--- config.mk ---
export PLATFORM = sky130hd
export DESIGN_NAME = io_bridge
export DESIGN_NICKNAME = d
export VERILOG_FILES = /design/src/rtl/io_bridge_pkg.sv /design/src/rtl/io_bridge_switch_filter.sv /design/src/rtl/io_bridge.sv
export SDC_FILE = /design/constraint.sdc
export NUM_CORES = 1
export LEC_CHECK = 0
export ABC_AREA = 1
export BUFFER_PORTS_ARGS = -buffer_cell sky130_fd_sc_hd__buf_4
export CORE_MARGIN = 2
export CORE_UTILIZATION = 35
export CTS_CLUSTER_DIAMETER = 40
export DETAILED_ROUTE_END_ITERATION = 8
export PLACE_DENSITY = 0.52
export SLEW_MARGIN = 20
export SYNTH_ARGS = -nofsm -noshare
export SYNTH_HDL_FRONTEND = slang
export SYNTH_SLANG_ARGS = --single-unit
--- constraint.sdc ---
create_clock -name clk -period 3.3 [get_ports clk]
set_input_delay 0.825 -clock clk [delete_from_list [all_inputs] [get_ports clk]]
set_output_delay 0.825 -clock clk [all_outputs]
set_load 0.01 [all_outputs]
--- src/rtl/io_bridge_pkg.sv ---
// rtl/io_bridge_pkg.sv - shared types and constants for the io_bridge block
// Contents: reset-sequencer state encoding, lock-loss counter width and
// saturation value, saturating increment helper. No ports.
package io_bridge_pkg;

  localparam logic [1:0] ST_WAIT_LOCK = 2'd0;
  localparam logic [1:0] ST_HOLD      = 2'd1;
  localparam logic [1:0] ST_RUN       = 2'd2;

  typedef enum logic [1:0] {
    WAIT_LOCK = ST_WAIT_LOCK,
    HOLD      = ST_HOLD,
    RUN       = ST_RUN
  } seq_state_e;

  localparam int                 LOSS_W   = 8;
  localparam logic [LOSS_W-1:0]  LOSS_SAT = 8'hFF;

  // Counter sticks at LOSS_SAT instead of wrapping back to zero.
  function automatic logic [LOSS_W-1:0] sat_inc(input logic [LOSS_W-1:0] v);
    return (v == LOSS_SAT) ? v : v + 1'b1;
  endfunction

endpackage

--- src/rtl/io_bridge_switch_filter.sv ---
// rtl/io_bridge_switch_filter.sv - counter debouncer for one synchronised switch
// Ports:
//   clk      in  clock
//   rst_n    in  asynchronous active-low reset
//   sw_s_i   in  switch level, already synchronised to clk
//   sw_o     out debounced switch level
module switch_filter #(
  parameter int DEBOUNCE_CYCLES = 8
) (
  input  logic clk,
  input  logic rst_n,
  input  logic sw_s_i,
  output logic sw_o
);

  localparam int               CNT_W    = $clog2(DEBOUNCE_CYCLES + 1);
  localparam logic [CNT_W-1:0] CNT_LAST = CNT_W'(DEBOUNCE_CYCLES - 1);

  logic [CNT_W-1:0] r_cnt;
  logic             r_out;

  // The counter measures how long the input has disagreed with the output;
  // any agreement (a bounce back) restarts the measurement.
  always_ff @(posedge clk or negedge rst_n) begin
    if (!rst_n) begin
      r_cnt <= '0;
      r_out <= 1'b0;
    end else if (sw_s_i == r_out) begin
      r_cnt <= '0;
    end else if (r_cnt == CNT_LAST) begin
      r_out <= ~r_out;
      r_cnt <= '0;
    end else begin
      r_cnt <= r_cnt + 1'b1;
    end
  end

  assign sw_o = r_out;

endmodule

--- src/rtl/io_bridge.sv ---
// rtl/io_bridge.sv - board-side I/O conditioning: synchronisers, switch debounce, lock-aware core reset, output register
// Ports:
//   clk             in  single clock for all logic
//   rst_n           in  asynchronous active-low reset
//   pll_lock_i      in  asynchronous PLL lock
//   data_i          in  asynchronous data pins        -> data_o  (synchronised)
//   ctrl_i          in  asynchronous control pins     -> ctrl_o  (synchronised)
//   sw_i            in  raw switches                  -> sw_o    (synchronised + debounced)
//   core_out_i      in  core outputs                  -> out_o   (registered, reset-gated)
//   core_rst_n_o    out core active-low reset, high only while the sequencer is in RUN
//   lock_loss_cnt_o out saturating count of lock losses seen in HOLD or RUN
module io_bridge
  import io_bridge_pkg::*;
#(
  parameter int DATA_W          = 8,
  parameter int CTRL_W          = 5,
  parameter int OUT_W           = 10,
  parameter int N_SW            = 2,
  parameter int SYNC_STAGES     = 2,
  parameter int DEBOUNCE_CYCLES = 8,
  parameter int RST_HOLD        = 4,
  parameter int OUT_GATE        = 1
) (
  input  logic              clk,
  input  logic              rst_n,
  input  logic              pll_lock_i,
  input  logic [DATA_W-1:0] data_i,
  input  logic [CTRL_W-1:0] ctrl_i,
  input  logic [N_SW-1:0]   sw_i,
  input  logic [OUT_W-1:0]  core_out_i,
  output logic [DATA_W-1:0] data_o,
  output logic [CTRL_W-1:0] ctrl_o,
  output logic [N_SW-1:0]   sw_o,
  output logic              core_rst_n_o,
  output logic [OUT_W-1:0]  out_o,
  output logic [7:0]        lock_loss_cnt_o
);

  localparam int                HOLD_W    = $clog2(RST_HOLD + 1);
  localparam logic [HOLD_W-1:0] HOLD_LAST = HOLD_W'(RST_HOLD - 1);

  // Stage 0 takes the raw pin; stage SYNC_STAGES-1 is the usable value.
  logic [SYNC_STAGES-1:0][DATA_W-1:0] r_data_sync;
  logic [SYNC_STAGES-1:0][CTRL_W-1:0] r_ctrl_sync;
  logic [SYNC_STAGES-1:0][N_SW-1:0]   r_sw_sync;
  logic [SYNC_STAGES-1:0]             r_lock_sync;

  seq_state_e         r_state;
  logic [HOLD_W-1:0]  r_hold_cnt;
  logic               r_core_rst_n;
  logic [LOSS_W-1:0]  r_loss_cnt;
  logic [OUT_W-1:0]   r_out;
  logic               w_lock_s;
  logic [N_SW-1:0]    w_sw_db;

  always_ff @(posedge clk or negedge rst_n) begin
    if (!rst_n) begin
      r_data_sync <= '0;
      r_ctrl_sync <= '0;
      r_sw_sync   <= '0;
      r_lock_sync <= '0;
    end else begin
      r_data_sync <= {r_data_sync[SYNC_STAGES-2:0], data_i};
      r_ctrl_sync <= {r_ctrl_sync[SYNC_STAGES-2:0], ctrl_i};
      r_sw_sync   <= {r_sw_sync[SYNC_STAGES-2:0], sw_i};
      r_lock_sync <= {r_lock_sync[SYNC_STAGES-2:0], pll_lock_i};
    end
  end

  assign w_lock_s = r_lock_sync[SYNC_STAGES-1];

  // Core reset is its own flop, set/cleared on the same edges as the state
  // transitions into/out of RUN, so it can never glitch from decode logic.
  always_ff @(posedge clk or negedge rst_n) begin
    if (!rst_n) begin
      r_state      <= WAIT_LOCK;
      r_hold_cnt   <= '0;
      r_core_rst_n <= 1'b0;
      r_loss_cnt   <= '0;
    end else begin
      case (r_state)
        WAIT_LOCK: begin
          if (w_lock_s) begin
            r_state    <= HOLD;
            r_hold_cnt <= '0;
          end
        end
        HOLD: begin
          if (!w_lock_s) begin
            r_state    <= WAIT_LOCK;
            r_loss_cnt <= sat_inc(r_loss_cnt);
          end else if (r_hold_cnt == HOLD_LAST) begin
            r_state      <= RUN;
            r_core_rst_n <= 1'b1;
          end else begin
            r_hold_cnt <= r_hold_cnt + 1'b1;
          end
        end
        RUN: begin
          if (!w_lock_s) begin
            r_state      <= WAIT_LOCK;
            r_core_rst_n <= 1'b0;
            r_loss_cnt   <= sat_inc(r_loss_cnt);
          end
        end
        default: begin
          r_state      <= WAIT_LOCK;
          r_core_rst_n <= 1'b0;
        end
      endcase
    end
  end

  // Gating uses the registered core reset, so the first ungated value is
  // captured on the edge after core_rst_n_o rises.
  always_ff @(posedge clk or negedge rst_n) begin
    if (!rst_n) begin
      r_out <= '0;
    end else if ((OUT_GATE != 0) && !r_core_rst_n) begin
      r_out <= '0;
    end else begin
      r_out <= core_out_i;
    end
  end

  for (genvar g = 0; g < N_SW; g++) begin : g_sw
    switch_filter #(
      .DEBOUNCE_CYCLES (DEBOUNCE_CYCLES)
    ) u_switch_filter (
      .clk    (clk),
      .rst_n  (rst_n),
      .sw_s_i (r_sw_sync[SYNC_STAGES-1][g]),
      .sw_o   (w_sw_db[g])
    );
  end

  assign data_o          = r_data_sync[SYNC_STAGES-1];
  assign ctrl_o          = r_ctrl_sync[SYNC_STAGES-1];
  assign sw_o            = w_sw_db;
  assign core_rst_n_o    = r_core_rst_n;
  assign out_o           = r_out;
  assign lock_loss_cnt_o = r_loss_cnt;

endmodule

* After elaboration in Yosys (flattened, before gate mapping) *
Index checks and enable logic that the tools add are counted.

word-level totals
  bits in registers = 66
  bits of input ports = 28
  logic and storage cells = 68

cells by class
  reductions and logical operators = 9
  multiplexer cells = 18
  add/sub/neg operators = 4
  bitwise operators = 7
  eq/ne operators = 14

operator list
  operator                                                          count
  4-bit two-way mux                                                 4
  10-bit two-way mux                                                1
  2-bit inequality test (second input constant)                     5
  3-bit two-way mux                                                 3
  4-bit by 1-bit adder with 4-bit output (second input constant)    2
  8-bit by 1-bit adder with 8-bit output (second input constant)    1
  4-bit by 3-bit == test with 1-bit output (second input constant)  2
  8-bit == test (second input constant)                             1
  2-bit two-way mux                                                 4
  4-bit AND reduction                                               2
  1-bit inverter                                                    7
  2-bit case mux with 3 select lines                                1
  3-bit case mux with 2 select lines                                1
  3-bit AND reduction                                               2
  2-bit AND reduction                                               2
  3-bit by 1-bit adder with 3-bit output (second input constant)    1
  3-bit by 2-bit == test with 1-bit output (second input constant)  1
  1-bit two-way mux                                                 3
  3-bit inequality test (second input constant)                     1
  1-bit case mux with 3 select lines                                1
  1-bit == test                                                     2
  2-bit by 1-bit == test with 1-bit output (second input constant)  1
  2-bit == test (second input constant)                             1
  2-bit zero test                                                   1
  other kinds (2)                                                   2

* Logic depth before layout (Yosys ltp) *
  depth after elaboration = 4
  gate-level depth with buffers = 8

* By module *
Synthesis repeated with hierarchy kept, for this count alone.

second synthesis, totals
  cells, all modules = 240
  area, all modules = 2,542.4 um^2

modules (own cells, without submodules)
  module                                    area each (um^2)  cells an instance  instances
  io_bridge                                 2,084.5           186                1
  switch_filter at g_sw[0].u_switch_filter  230.2             27                 1
  switch_filter at g_sw[1].u_switch_filter  227.7             27                 1

* Worst setup path before layout *
No wires, ideal clock.

  kind = flip-flop to output port
  start point = reg g_sw[0].u_switch_filter.r_out
  end point = out sw_o[0]
  data required time = 2.475 ns
  path buffers = 1
  arrival = 0.518 ns
  setup slack = 1.957 ns
  cell stages (with the launch flop) = 2
  cell sequence = dfrtp_1 buf_4

RTL lines
  what                    RTL line                       source
  start, declared         io_bridge_switch_filter.sv:20  logic r_out;
  start signal, assigned  io_bridge_switch_filter.sv:31  r_out <= ~r_out;
  end, declared           io_bridge.sv:33                output logic [N_SW-1:0] sw_o,

No word-level cell between the ends.

* Final worst setup path *
  start point = reg r_core_rst_n (netlist: core_rst_n_o)
  end point = out core_rst_n_o

RTL lines
  what                    RTL line          source
  start, declared         io_bridge.sv:50   logic r_core_rst_n;
  start signal, assigned  io_bridge.sv:78   r_core_rst_n <= 1'b0;
  start signal, assigned  io_bridge.sv:94   r_core_rst_n <= 1'b1;
  start signal, assigned  io_bridge.sv:102  r_core_rst_n <= 1'b0;
  end, declared           io_bridge.sv:34   output logic core_rst_n_o,

No word-level cell between the ends.

==> metrics.csv <==
stage;metric;value;unit
status;status;completed;
sta;Setup WS post-layout;1330;ps
yosys;Mapped Cells;223;
yosys;Mean Syn Cell Area;11.1;um^2
setup_path;critical-path maximum fanout;12;
finish;n_diodes;0;
clock_network;clock slew at reported path FFs;70;ps
setup_path;WP buf/inv;1;
setup_path;delay-heaviest family, CP;flip-flops;
routing;Routed WL per cell;10.9;um
clock_network;cts bufs inserted;9;
grt;vias in the first global route;1496;
clock_network;CTS Buffer Depth;2;
pwr;clock share of power;31.9;%
setup_path;Worst setup EP type;output pin;
clock_network;CTS sink count;66;
worst_hold_path;Hold EP;ctrl_o[1];
setup_path;critical path's slowest cell;dfrtp_1;
die;die area;7790;um^2
clock_network;CTS Hold Bufs;0;
yosys;Synthesis Warnings;0;
grt;first-pass GRT wire length;6.67;mm
pwr;switching part of the total;30.9;%
sta;final worst path period need;1970;ps
routing;DRC Markers;0;
worst_hold_path;critical hold path startpoint;r_ctrl_sync[1];
placed_design;Final GP Congestion;0.747;
die;row cnt;30;
yosys;Synth cell types;22;
setup_path;Arrival @ worst endpoint;1140;ps
clock_network;Skew-Pair Late Insertion Delay;340;ps
routing;total number of vias;1587;
pwr;Cell Int Power;1.63;mW
sta;fin. max-slew vios;0;
placed_design;Port Buf Inserts;61;
placed_design;HPWL Detailed;2.81;mm
clock_network;htree depth;3;
finish;Multi-input gate area;611;um^2
setup_path;critical-path cell list;buf_4;
setup_path;reg2reg path depth;6;
setup_path;Max stage delay on crit path;600;ps
routing;post-route ant nets;0;
flow_run;Max-cap violations;0;
die;Top Ports;62;
routing;final WL;4.15;mm
pwr;Psw;0.729;mW
sta;Final Skew;4.15;ps
finish;Reg area;1650;um^2
grt;GRT Util Overall;11.6;%
routing;Via-to-Cell Ratio;4.18;
setup_path;Worst setup SP type;flop;
routing;DR iter-0 viols;70;
placed_design;Placed Cells;364;
finish;post-route cell area;3170;um^2
finish;non-filler instance count after layout;380;
clock_network;cts repair resizes;0;
clock_network;CTS tree;yes;
yosys;sequential area share after synthesis;66.5;%
finish;Final nets;315;
yosys;Seq cells post-synth;66;
sta;final period utilization;59.6;%
setup_path;r2r startpoint;r_hold_cnt[0];
routing;number of iterations in the first detailed-routing pass;4;
pwr;worst vdd ir;367;uV
sta;RSZ-0062 raised after global routing;no;
die;Core Area;6830;um^2
sta;final hold vios;0;
grt;initial antenna violation count;0;
sta;fmax;0.509;GHz
setup_path;Critical Path Start;core_rst_n_o;
placed_design;worst slack, placed;1700;ps
pwr;Power Density;744;nW/um^2
placed_design;DP Area;2950;um^2
setup_path;R2R Path End;r_state[0];
pwr;Seq pwr share;45.3;%
grt;largest net degree at the start of global routing;67;
sta;Final setup violation count;0;
finish;Final Core Density;46.4;%
grt;total gr overflow;0;
die;DIE WIDTH;88.2;um
yosys;top-area cell type share of the netlist area;66.5;%
sta;final setup TNS;0;ps
sta;Worst slew margin;45.9;%
worst_hold_path;worst hold path class;reg -> reg;
sta;Worst-Margin Slew;811;ps
yosys;Area contributors post-synth;dfrtp_1 (66%), nand2_1 (7.1%), buf_4 (4.5%);
pwr;cell leakage power;1.65;nW
setup_path;setup slack, reg-to-reg;1880;ps
finish;fill count;659;
yosys;Mapped Nets;259;
finish;area delta synth->final;27.7;%
setup_path;worst path required time;2470;ps
clock_network;clock tree root driver cell;clkbuf_8;
yosys;Synth Cell Area;2480;um^2
setup_path;Setup CP Type;reg -> out;
pwr;Comb pwr share;22.8;%
die;Die Height;88.2;um
finish;share of layout cells above drive strength 1;28.5;%
clock_network;Post-CTS Setup Inserts;0;
yosys;leading area contributor after synthesis;dfrtp_1;
worst_hold_path;hold path cells;0;
die;Initial Util;36.4;%
==> sequential cells by signal, indices dropped and copies added, names as in the netlist, 4 cells and up <==
name / cells
out_o: 10
data_o: 8
g_sw.u_switch_filter.r_cnt: 8
lock_loss_cnt_o: 8
r_data_sync: 8
ctrl_o: 5
r_ctrl_sync: 5
r_sw_sync: 4
==> layer usage <==
metal  share of wire, %  wire [um]  GRT usage [%]
met4               0.84         35           4.13
met3                7.9        327           6.72
met1                 44       1840           13.9
met2                 47       1940           17.6
met5                  0          0              0
==> synth_stat cells <==
master,n
inv_2,1
nand3b_1,1
o21ai_0,9
ha_1,8
o211ai_1,1
o21ai_1,1
mux2_2,1
dfrtp_1,66
buf_4,15
inv_1,27
nor3_1,1
nand3_4,1
o21bai_1,1
nor3b_1,3
nand2_2,1
nand3_1,15
clkbuf_1,1
nand4_1,3
nor2_1,14
nand2_1,47
xor2_1,3
xnor2_1,3
==> power groups by stage <==
stage               clock network [mW]  registers (mW)  logic [mW]
finish                           0.753            1.07       0.538
global route                     0.820            1.09       0.621
CTS                              0.785            1.07       0.549
detailed placement                   0            1.08       0.546
global placement                     0            1.08       0.534
floorplan                            0            1.08       0.331
==> final cells by class <==
type	instances	area share [%]
clock buffers	9	3.91
inverters	28	3.31
flip-flops and latches	66	52.1
repair buffers	61	14.4
multi-input cells	113	19.3
clock inverters	7	3.23
well taps	96	3.79
==> metrics by stage <==
| stage | total power [mW] | hold WS [ps] |
|---|---|---|
| after global routing | 2.54 | 355 |
| after detailed placement | 1.63 | 335 |
| after global placement | 1.62 | 332 |
| after CTS | 2.40 | 353 |
| final | 2.36 | 351 |
| after floorplan | 1.41 | 331 |
==> cell usage in the layout (no fill, tap or decap) <==
master / synthesis / routed
nor2_1: 14 / 14
buf_4: 15 / 61
nand2_2: 1 / 1
o21ai_1: 1 / 1
clkinv_4: 0 / 3
inv_2: 1 / 1
clkinv_2: 0 / 1
dfrtp_1: 66 / 66
xor2_1: 3 / 3
xnor2_1: 3 / 3
nand3b_1: 1 / 1
o211ai_1: 1 / 1
nand4_1: 3 / 3
o21bai_1: 1 / 1
inv_1: 27 / 27
nand3_4: 1 / 1
ha_1: 8 / 8
mux2_2: 1 / 1
inv_8: 0 / 1
nor3b_1: 3 / 3
nand3_1: 15 / 15
nor3_1: 1 / 1
nand2_1: 47 / 47
o21ai_0: 9 / 9
clkbuf_8: 0 / 9
bufinv_16: 0 / 2
==> how the worst max path moves through the flow <==
stage	end	depth (start not counted)
2_1_floorplan	sw_o[0]	1
3_3_place_gp	core_rst_n_o	1
3_5_place_dp	core_rst_n_o	1
4_1_cts	core_rst_n_o	1
5_1_grt	core_rst_n_o	1
6_report	core_rst_n_o	1
==> logic make-up (layout without fill, tap and decap cells) <==
group                      count (synthesis)  in the layout  share of synthesized area (%)
DFF                                       66             66                           66.5
adders and majority gates                  8              8                           4.03
muxes                                      1              1                          0.453
xor gates and xnor gates                   6              6                           2.12
and+or+nand+nor                           86             86                           15.4
buffers and inverters                     44            105                           8.92
AOI/OAI and AO/OA                         12             12                           2.62
(Power assumes the default switching activity.)
